--- config.mk ---
export PLATFORM = sky130hd
export DESIGN_NAME = key_repeat_cmd_flat
export DESIGN_NICKNAME = d
export VERILOG_FILES = /design/src/rtl/tetris_pkg.sv /design/src/rtl/key_repeat_cmd_if.sv /design/src/rtl/key_repeat_chan.sv /design/src/rtl/key_repeat_cmd.sv /design/src/flat_wrapper.sv
export SDC_FILE = /design/constraint.sdc
export NUM_CORES = 1
export LEC_CHECK = 0
export CAP_MARGIN = 20
export CORE_MARGIN = 5
export CORE_UTILIZATION = 47
export DETAILED_ROUTE_END_ITERATION = 12
export PLACE_DENSITY = 0.63
export SLEW_MARGIN = 20
export SYNTH_ARGS = -nofsm -noshare
export SYNTH_HDL_FRONTEND = slang
export SYNTH_SLANG_ARGS = --single-unit
--- constraint.sdc ---
create_clock -name clk -period 2.8 [get_ports clk]
set_input_delay 0.56 -clock clk [delete_from_list [all_inputs] [get_ports clk]]
set_output_delay 0.56 -clock clk [all_outputs]
set_load 0.05 [all_outputs]
--- src/rtl/tetris_pkg.sv ---
// Shared Tetris game-control definitions: command codes and key-repeat channel states.
package tetris_pkg;

  localparam logic [1:0] CMD_LEFT  = 2'd0;
  localparam logic [1:0] CMD_RIGHT = 2'd1;
  localparam logic [1:0] CMD_DOWN  = 2'd2;
  localparam logic [1:0] CMD_ROT   = 2'd3;

  localparam int unsigned NUM_CHAN = 4;

  typedef enum logic [1:0] {
    IDLE = 2'd0,
    DAS  = 2'd1,
    RPT  = 2'd2
  } chan_state_t;

endpackage

--- src/rtl/key_repeat_cmd_if.sv ---
// Command handshake from the key-repeat block to the game-control FSM, plus drop indication.
interface key_repeat_cmd_if;

  logic       cmd_valid;
  logic [1:0] cmd;
  logic       cmd_ready;
  logic       drop_pulse;

  modport master (
    output cmd_valid,
    output cmd,
    output drop_pulse,
    input  cmd_ready
  );

  modport slave (
    input  cmd_valid,
    input  cmd,
    input  drop_pulse,
    output cmd_ready
  );

endinterface

--- src/rtl/key_repeat_chan.sv ---
// One button channel: press edge detect plus DAS/ARR repeat timing, emitting a request pulse.
// req is combinational and meant to be captured at the same edge the press/repeat is sampled.
module key_repeat_chan
  import tetris_pkg::*;
#(
  parameter int unsigned DAS_DELAY  = 16,
  parameter int unsigned ARR_PERIOD = 4,
  parameter bit          REPEAT_EN  = 1'b1,
  parameter int unsigned CNT_W      = 8
) (
  input  logic clk,
  input  logic rst_n,
  input  logic level,
  output logic req
);

  localparam logic [CNT_W-1:0] DAS_CNT = CNT_W'(DAS_DELAY);
  localparam logic [CNT_W-1:0] ARR_CNT = CNT_W'(ARR_PERIOD);
  localparam logic [CNT_W-1:0] ONE     = CNT_W'(1);

  logic             pb_q;
  logic             rise;
  chan_state_t      state;
  chan_state_t      state_nxt;
  logic [CNT_W-1:0] cnt;
  logic [CNT_W-1:0] cnt_nxt;

  assign rise = level & ~pb_q;

  always_ff @(posedge clk or negedge rst_n) begin
    if (!rst_n) begin
      pb_q  <= 1'b0;
      state <= IDLE;
      cnt   <= '0;
    end else begin
      pb_q  <= level;
      state <= state_nxt;
      cnt   <= cnt_nxt;
    end
  end

  always_comb begin
    state_nxt = state;
    cnt_nxt   = cnt;
    req       = 1'b0;
    if (!level) begin
      // Release from any state; an already-raised request stays pending upstream.
      state_nxt = IDLE;
      cnt_nxt   = '0;
    end else begin
      case (state)
        IDLE: begin
          if (rise) begin
            req       = 1'b1;
            cnt_nxt   = ONE;
            state_nxt = DAS;
          end
        end
        DAS: begin
          if (cnt == DAS_CNT) begin
            // Press-only channels park here with the counter saturated.
            if (REPEAT_EN) begin
              req       = 1'b1;
              cnt_nxt   = ONE;
              state_nxt = RPT;
            end
          end else begin
            cnt_nxt = cnt + ONE;
          end
        end
        RPT: begin
          if (cnt == ARR_CNT) begin
            req     = 1'b1;
            cnt_nxt = ONE;
          end else begin
            cnt_nxt = cnt + ONE;
          end
        end
        default: begin
          state_nxt = IDLE;
          cnt_nxt   = '0;
        end
      endcase
    end
  end

endmodule

--- src/rtl/key_repeat_cmd.sv ---
// Debounced buttons -> press/auto-repeat commands, fixed priority left>right>down>rotate.
// Press sampled at edge N gives cmd_valid after N+1; cmd holds while !cmd_ready, colliding requests drop.
module key_repeat_cmd
  import tetris_pkg::*;
#(
  parameter int unsigned DAS_DELAY   = 16,
  parameter int unsigned ARR_PERIOD  = 4,
  parameter logic [3:0]  REPEAT_MASK = 4'b0111,
  parameter int unsigned CNT_W       = 8
) (
  input  logic             clk,
  input  logic             rst_n,
  input  logic [3:0]       pb_level,
  key_repeat_cmd_if.master cmd_bus
);

  logic [3:0] req;
  logic [3:0] pend;
  logic [3:0] pend_nxt;
  logic [3:0] clr;
  logic [1:0] pick;
  logic       any_pend;
  logic       load;
  logic       drop_nxt;
  logic       cmd_valid_q;
  logic [1:0] cmd_q;
  logic       drop_q;

  for (genvar i = 0; i < NUM_CHAN; i++) begin : g_chan
    key_repeat_chan #(
      .DAS_DELAY (DAS_DELAY),
      .ARR_PERIOD(ARR_PERIOD),
      .REPEAT_EN (REPEAT_MASK[i]),
      .CNT_W     (CNT_W)
    ) u_chan (
      .clk  (clk),
      .rst_n(rst_n),
      .level(pb_level[i]),
      .req  (req[i])
    );
  end

  assign any_pend = |pend;
  assign load     = !cmd_valid_q || cmd_bus.cmd_ready;

  always_comb begin
    pick = CMD_LEFT;
    if (pend[0])      pick = CMD_LEFT;
    else if (pend[1]) pick = CMD_RIGHT;
    else if (pend[2]) pick = CMD_DOWN;
    else if (pend[3]) pick = CMD_ROT;
  end

  always_comb begin
    clr = 4'b0000;
    if (load && any_pend) clr = 4'b0001 << pick;
  end

  // A fresh request on the channel being loaded this edge is kept (set beats clear).
  assign pend_nxt = (pend & ~clr) | req;
  assign drop_nxt = |(req & pend & ~clr);

  always_ff @(posedge clk or negedge rst_n) begin
    if (!rst_n) begin
      pend        <= 4'b0000;
      cmd_valid_q <= 1'b0;
      cmd_q       <= CMD_LEFT;
      drop_q      <= 1'b0;
    end else begin
      pend   <= pend_nxt;
      drop_q <= drop_nxt;
      if (load) begin
        cmd_valid_q <= any_pend;
        if (any_pend) cmd_q <= pick;
      end
    end
  end

  assign cmd_bus.cmd_valid  = cmd_valid_q;
  assign cmd_bus.cmd        = cmd_q;
  assign cmd_bus.drop_pulse = drop_q;

endmodule

--- src/flat_wrapper.sv ---
// flat-port wrapper written by rule: the top's interface ports become plain ports
module key_repeat_cmd_flat import tetris_pkg::*;
#(
  parameter int unsigned DAS_DELAY   = 16,
  parameter int unsigned ARR_PERIOD  = 4,
  parameter logic [3:0]  REPEAT_MASK = 4'b0111,
  parameter int unsigned CNT_W       = 8
)
  (clk, rst_n, pb_level, cmd_bus_cmd_valid, cmd_bus_cmd, cmd_bus_drop_pulse, cmd_bus_cmd_ready);
  key_repeat_cmd_if cmd_bus_i ();
  input  logic clk;
  input  logic rst_n;
  input  logic [3:0] pb_level;
  output wire logic [$bits(cmd_bus_i.cmd_valid)-1:0] cmd_bus_cmd_valid;
  output wire logic [$bits(cmd_bus_i.cmd)-1:0] cmd_bus_cmd;
  output wire logic [$bits(cmd_bus_i.drop_pulse)-1:0] cmd_bus_drop_pulse;
  input wire logic [$bits(cmd_bus_i.cmd_ready)-1:0] cmd_bus_cmd_ready;
  assign cmd_bus_cmd_valid = cmd_bus_i.cmd_valid;
  assign cmd_bus_cmd = cmd_bus_i.cmd;
  assign cmd_bus_drop_pulse = cmd_bus_i.drop_pulse;
  assign cmd_bus_i.cmd_ready = cmd_bus_cmd_ready;
  key_repeat_cmd #(.DAS_DELAY(DAS_DELAY), .ARR_PERIOD(ARR_PERIOD), .REPEAT_MASK(REPEAT_MASK), .CNT_W(CNT_W)) u_core (.clk(clk), .rst_n(rst_n), .pb_level(pb_level), .cmd_bus(cmd_bus_i));
endmodule
==> results_dict.tcl, run 1 <==
set metrics [dict create \
    routabilityCongestion 0.750 \
    postPlaceCellArea_um2 2490 \
    io_buffers 10 \
    core_um2 4790 \
    yosys.area.top_type "dfrtp_1" \
    synth_seq_cells 43 \
    grt_pass1_wl_mm 7.62 \
    timing_worst_setup_path_type "flip-flop to primary output" \
    cp-end-kind "primary output" \
    vdd_drop_max_uv 336 \
    drtPass1Iterations 4 \
    worst_path_max_delay_cell "clkdlybuf4s50_1" \
    nets 274 \
    swShare 0.265 \
    synth_top_area_frac 0.456 \
    p_comb_frac 0.148 \
    holdBufCountCts 0 \
    arrival_ps 1480 \
    cts_resized 0 \
    cts_inserted_buffers 5 \
    clock.fmax_ghz 0.491 \
    yosys_warnings 0 \
    area_delta_synth_final_pct 11.4 \
    fin_tns_setup_ps 0 \
    overflow 0 \
    hp-class "input pin to async pin" \
    antenna_found_initial 0 \
    fin_util 0.549 \
    cts_tree "done" \
    synth.distinct_cells 48 \
    initial_utilization 0.493 \
    syn_nets 269 \
    synth_commonest_cells "dfrtp_1, nor2_1, nand2_1" \
    p_switching_uw 396 \
    synth_edf_count 0 \
    setup_viol 0 \
    io_pins 11 \
    diodes 0 \
    fin_crit_sh 0.728 \
    wire_per_inst_um 12.6 \
    r2r_start "u_core.g_chan[1].u_chan.cnt[0]$_DFFE_PN0P_" \
    die_h_um 80.9 \
    dieWidth_um 80.9 \
    final_cell_area_um2 2630 \
    clock_latency_ps 290 \
    die_area_um2 6540 \
    power.density_nw_per_um2 568 \
    clkTransAtPathRegs_ps 90 \
    slew_headroom 0.544 \
    antenna_left 0 \
    critPathLaunch "u_core.cmd_bus.cmd[0]$_DFFE_PN0P_" \
    synthMostInstantiatedCell "dfrtp_1" \
    outcome "finished clean" \
    viasPerCell 5.43 \
    drv_cap 0 \
    hold_viol 0 \
    path_max_fanout 3 \
    cp.buffers_inverters 1 \
    p_int_mw 1.10 \
    dp_hpwl_mm 2.90 \
    grt_max_degree 44 \
    drt-initial-drc-count 36 \
    seq_area_um2 1080 \
    drc 0 \
    rows 25 \
    seqPwrFrac 0.467 \
    p_leak_nw 1.15 \
    grt_pass1_vias 1661 \
    clock_sinks 43 \
    cts_buffer_depth 2 \
    fin_crit_ps 2040 \
    worstMarginPinSlew_ps 678 \
    critPathLaunchType "flip-flop" \
    cts_setup_buffers 0 \
    ys.flop_type "dfrtp_1" \
    crit_family "buffers and inverters" \
    crit_cells 1 \
    avgSynthCellArea_um2 9.22 \
    cp_slowest_stage_delay_ps 810 \
    h-tree-depth 2 \
    nFillCells 446 \
    postSynthCellCount 256 \
    ys_seq_area_frac 0.456 \
    cp_cell_sequence "clkdlybuf4s50_1" \
    vias 1785 \
    ff2ff_path_depth 7 \
    layout.cells.non_filler 329 \
    pwr-share-clk 0.385 \
    fin_skew_ps 6.41 \
    cp_data_required_time_ps 2240 \
    drive_above_1_share 0.0687 \
    synthTopCellsByArea "dfrtp_1, nor2_1, xor2_1" \
    async_flop_share 1.00 \
    cts-root-buf "clkbuf_8" \
    multi_input_area_um2 1190 \
    grt_use_total 0.146 \
    rsz0062_at_grt "false" \
    drt-total-wl_mm 4.14 \
    synth_area_um2 2360 \
    maxSlewViolCount 0 \
    dp_cells 321 \
]
## path summary, 6_finish.rpt
check,endpoint,slack (ps)
max in group asynchronous,u_core.g_chan[2].u_chan.cnt[6]$_DFFE_PN0P_,2170
hold reg to reg,u_core.g_chan[3].u_chan.state[0]$_DFFE_PN0P_,450
hold / removal,u_core.cmd_bus.cmd_valid$_DFFE_PN0P_,240
min in group clk,u_core.g_chan[3].u_chan.state[0]$_DFFE_PN0P_,450
setup / recovery,cmd_bus_cmd[0],760
setup reg to reg,u_core.g_chan[1].u_chan.state[1]$_DFFE_PN0P_,870
## state kept, by name (all words and copies together), names as in the netlist
register / cells
u_core.g_chan.u_chan.state: 7
u_core.cmd_bus.cmd_valid: 1
u_core.cmd_bus.cmd: 2
u_core.g_chan.u_chan.pb_q: 4
u_core.pend: 4
u_core.g_chan.u_chan.cnt: 24
u_core.cmd_bus.drop_pulse: 1
## worst reg2reg max path: cells and delay by family, from the launching register on
kind | cells | cell delay (ps)
multiplexers | 1 | 300
adder cells (fa/ha/maj) | 1 | 150
AND/OR/NAND/NOR | 4 | 860
buffers and inverters | 1 | 120
flip-flops | 1 | 440
## per-stage QoR
stage | hold WS [ps] | setup WS, ps | power (mW)
floorplan | 264 | 889 | 0.856
global placement | 431 | 625 | 0.931
detailed placement | 444 | 587 | 0.934
CTS | 456 | 737 | 1.51
global route | 298 | 676 | 1.57
finish | 244 | 762 | 1.49
## layout make-up
| class | instances | area share |
|---|---|---|
| multi-input cells | 188 | 0.451 |
| well taps | 67 | 0.0319 |
| inverters | 13 | 0.0186 |
| clock buffers | 5 | 0.0262 |
| flip-flops and latches | 43 | 0.409 |
| repair buffers | 10 | 0.0371 |
| clock inverters | 3 | 0.0257 |
## routing by layer
layer  vias up  routed length (um)  global-route usage
li1        909                   -                   -
met1       850                2100               0.204
met2        21                1860               0.226
met3         5                 125              0.0344
met4         0                  48              0.0405
met5         -                   0                   0
## placed cells by master (no fill, tap or decap), types with 3 or more instances in the layout
cell and count:
nand2b_1 11, xor2_1 11, a21o_1 5, nand4bb_1 5, inv_1 13, a21oi_1 11
nor3b_1 4, clkbuf_8 5, nor2b_1 5, nor3_1 11, o22ai_1 4, nand2_1 21
nand4b_1 3, dfrtp_1 43, o21ai_0 12, nand4_1 3, nor2_1 30, clkdlybuf4s50_1 9
nand3_1 11, ha_1 6
## power by group through the flow
| stage | Sequential, mW | Combinational (mW) | Clock (mW) |
|---|---|---|---|
| after floorplan | 0.741 | 0.115 | 0 |
| after global placement | 0.710 | 0.221 | 0 |
| after detailed placement | 0.710 | 0.224 | 0 |
| after CTS | 0.697 | 0.225 | 0.592 |
| after global routing | 0.704 | 0.250 | 0.620 |
| final | 0.697 | 0.221 | 0.575 |
## logic make-up (layout without fill, tap and decap cells)
group           after synthesis  count (layout)  share of synthesized area
flops                        43              43                      0.456
simple gates                117             117                      0.273
fa+ha+maj                     6               6                     0.0318
buf+inv                      25              31                     0.0414
xor+xnor                     13              13                     0.0483
mux                           1               1                    0.00477
compound gates               51              51                      0.145
Note: power is estimated with default switching activity, not from simulation.
==> run 2, diff against run 1 <==
- clock period: 2.8 -> 2 ns (I/O delays scaled with it)
==> run 2 against run 1 <==
  * Clock power shrank 7.1%
  * Non-clock buffer count up 16
  * Setup slack lost 650 ps
  * Flip-flop and latch count is the same
  * Wire length rose by 5.1%
  * Worst hold slack gained 200 ps
  * Final area up 2.6%
==> results_dict.tcl, run 2 (synthesis gave the netlist of run 1 again) <==
set metrics [dict create \
    outcome "finished clean" \
    p_comb_frac 0.188 \
    fin_crit_sh 0.944 \
    grt_pass1_vias 1696 \
    mostFrequentLayoutCell "dfrtp_1" \
    antenna_found_initial 0 \
    cp_slowest_stage_delay_ps 810 \
    seqPwrFrac 0.524 \
    ff2ff_path_depth 7 \
    grt-busiest-layer "met2" \
    cp_data_required_time_ps 1600 \
    timing_worst_setup_path_type "flip-flop to primary output" \
    p_leak_nw 1.20 \
    die_h_um 80.9 \
    io_buffers 10 \
    drt-initial-drc-count 59 \
    cp.buffers_inverters 1 \
    crit_family "buffers and inverters" \
    drive_above_1_share 0.115 \
    cp-end-kind "primary output" \
    maxSlewViolCount 0 \
    area_delta_synth_final_pct 14.3 \
    r2r_slack_ps 170 \
    h-tree-depth 2 \
    largest_register_ffs 24 \
    initial_utilization 0.493 \
    routabilityCongestion 0.839 \
    drt-total-wl_mm 4.35 \
    wire_per_inst_um 12.6 \
    r2r_end "u_core.g_chan[0].u_chan.cnt[7]$_DFFE_PN0P_" \
    grt_max_degree 17 \
    p_total_mw 1.85 \
    drc 0 \
    setup_viol 0 \
    fin_tns_setup_ps 0 \
    nFillCells 456 \
    dieWidth_um 80.9 \
    hp-class "flip-flop to flip-flop" \
    core_um2 4790 \
    cp_cell_sequence "clkdlybuf4s50_1" \
    fin_skew_ps 2.40 \
    diodes 0 \
    clock_sinks 43 \
    met3_usage 0.0377 \
    slew_headroom 0.628 \
    grt_use_total 0.147 \
    p_switching_uw 543 \
    viasPerCell 5.30 \
    hold_depth 1 \
    antenna_left 0 \
    cts_setup_buffers 0 \
    hp-start "u_core.g_chan[3].u_chan.pb_q$_DFF_PN0_" \
    clock.fmax_ghz 0.529 \
    clock_latency_ps 290 \
    min_to "u_core.g_chan[3].u_chan.state[0]$_DFFE_PN0P_" \
    most-common-layout-cells "dfrtp_1, nor2_1, nand2_1, buf_4, inv_1" \
    critPathLaunchType "flip-flop" \
    reg_top3 "u_core.g_chan.u_chan.cnt x24, u_core.g_chan.u_chan.state x7" \
    worst_path_max_delay_cell "clkdlybuf4s50_1" \
    power.density_nw_per_um2 686 \
    worstMarginPinSlew_ps 543 \
    fin_crit_ps 1890 \
    io_pins 11 \
    rows 25 \
    rsz0062_at_grt "false" \
    largest_register "u_core.g_chan.u_chan.cnt" \
    drtPass1Iterations 4 \
    cts_tree "done" \
    drv_cap 0 \
    hold_viol 0 \
    grt_pass1_wl_mm 7.53 \
    vdd_drop_max_uv 300 \
    grt_use_met2 0.240 \
    cts-root-buf "clkbuf_8" \
    clkTransAtPathRegs_ps 80 \
    p_int_mw 1.31 \
    vias 1829 \
    pwr-share-clk 0.288 \
    die_area_um2 6540 \
    met1_usage 0.191 \
    overflow 0 \
    swShare 0.293 \
    dp_hpwl_mm 3.18 \
    cts_inserted_buffers 5 \
    r2r_start "u_core.g_chan[0].u_chan.cnt[1]$_DFFE_PN0P_" \
    nets 290 \
    arrival_ps 1490 \
    cts_buffer_depth 2 \
    path_max_fanout 3 \
]
run 2: layout make-up:
class,instances,area (um^2),share of cell area
Clock inverter,2,12.5,0.00464
Tap cell,67,83.8,0.0311
Timing Repair Buffer,26,218,0.0807
Multi-Input combinational cell,188,1190,0.440
Clock buffer,6,72.6,0.0269
Sequential cell,43,1080,0.399
Inverter,13,48.8,0.0181
run 2: layer usage:
layer | part of all wire | vias to the layer above
li1 | - | 937
met1 | 0.50 | 868
met2 | 0.46 | 19
met3 | 0.033 | 5
met4 | 0.012 | 0
met5 | 0 | -
run 2: power by group through the flow:
stage                     Combinational, mW  Sequential, mW  Clock, mW
after floorplan                       0.161            1.04          0
after global placement                0.347           0.988          0
after detailed placement              0.352           0.988          0
after CTS                             0.354           0.970      0.559
after global routing                  0.387           0.979      0.595
final                                 0.348           0.970      0.534
run 2: what timing repair did:
item                                   in CTS  in global routing
endpoints found under the hold margin      11                  0
gates resized for setup                     0                  0
hold buffers                                1                  0
run 2: per-stage QoR:
| step | hold WS, ps | util | cell area [um^2] | cells | setup slack, ps |
|---|---|---|---|---|---|
| after floorplan | 104 | - | 2360 | 256 | 88.9 |
| after global placement | 311 | 0.544 | 2600 | 336 | 58.0 |
| after detailed placement | 313 | 0.544 | 2600 | 336 | 28.8 |
| after CTS | 453 | 0.564 | 2700 | 345 | 82.3 |
| after global routing | 493 | 0.564 | 2700 | 345 | 20.5 |
| final | 446 | 0.564 | 2700 | 345 | 111 |
run 2: worst max path at each step:
stage | cells after the start | startpoint | slack (ps) | endpoint
2_1_floorplan | 6 | u_core.cmd_bus.cmd_valid$_DFFE_PN0P_ | 90 | u_core.cmd_bus.drop_pulse$_DFF_PN0_
5_1_grt | 7 | u_core.g_chan[0].u_chan.cnt[1]$_DFFE_PN0P_ | 20 | u_core.g_chan[0].u_chan.cnt[2]$_DFFE_PN0P_
3_3_place_gp | 6 | cmd_bus_cmd_ready | 60 | u_core.cmd_bus.drop_pulse$_DFF_PN0_
4_1_cts | 1 | u_core.cmd_bus.cmd[0]$_DFFE_PN0P_ | 80 | cmd_bus_cmd[0]
6_report | 1 | u_core.cmd_bus.cmd[0]$_DFFE_PN0P_ | 110 | cmd_bus_cmd[0]
3_5_place_dp | 6 | cmd_bus_cmd_ready | 30 | u_core.cmd_bus.drop_pulse$_DFF_PN0_
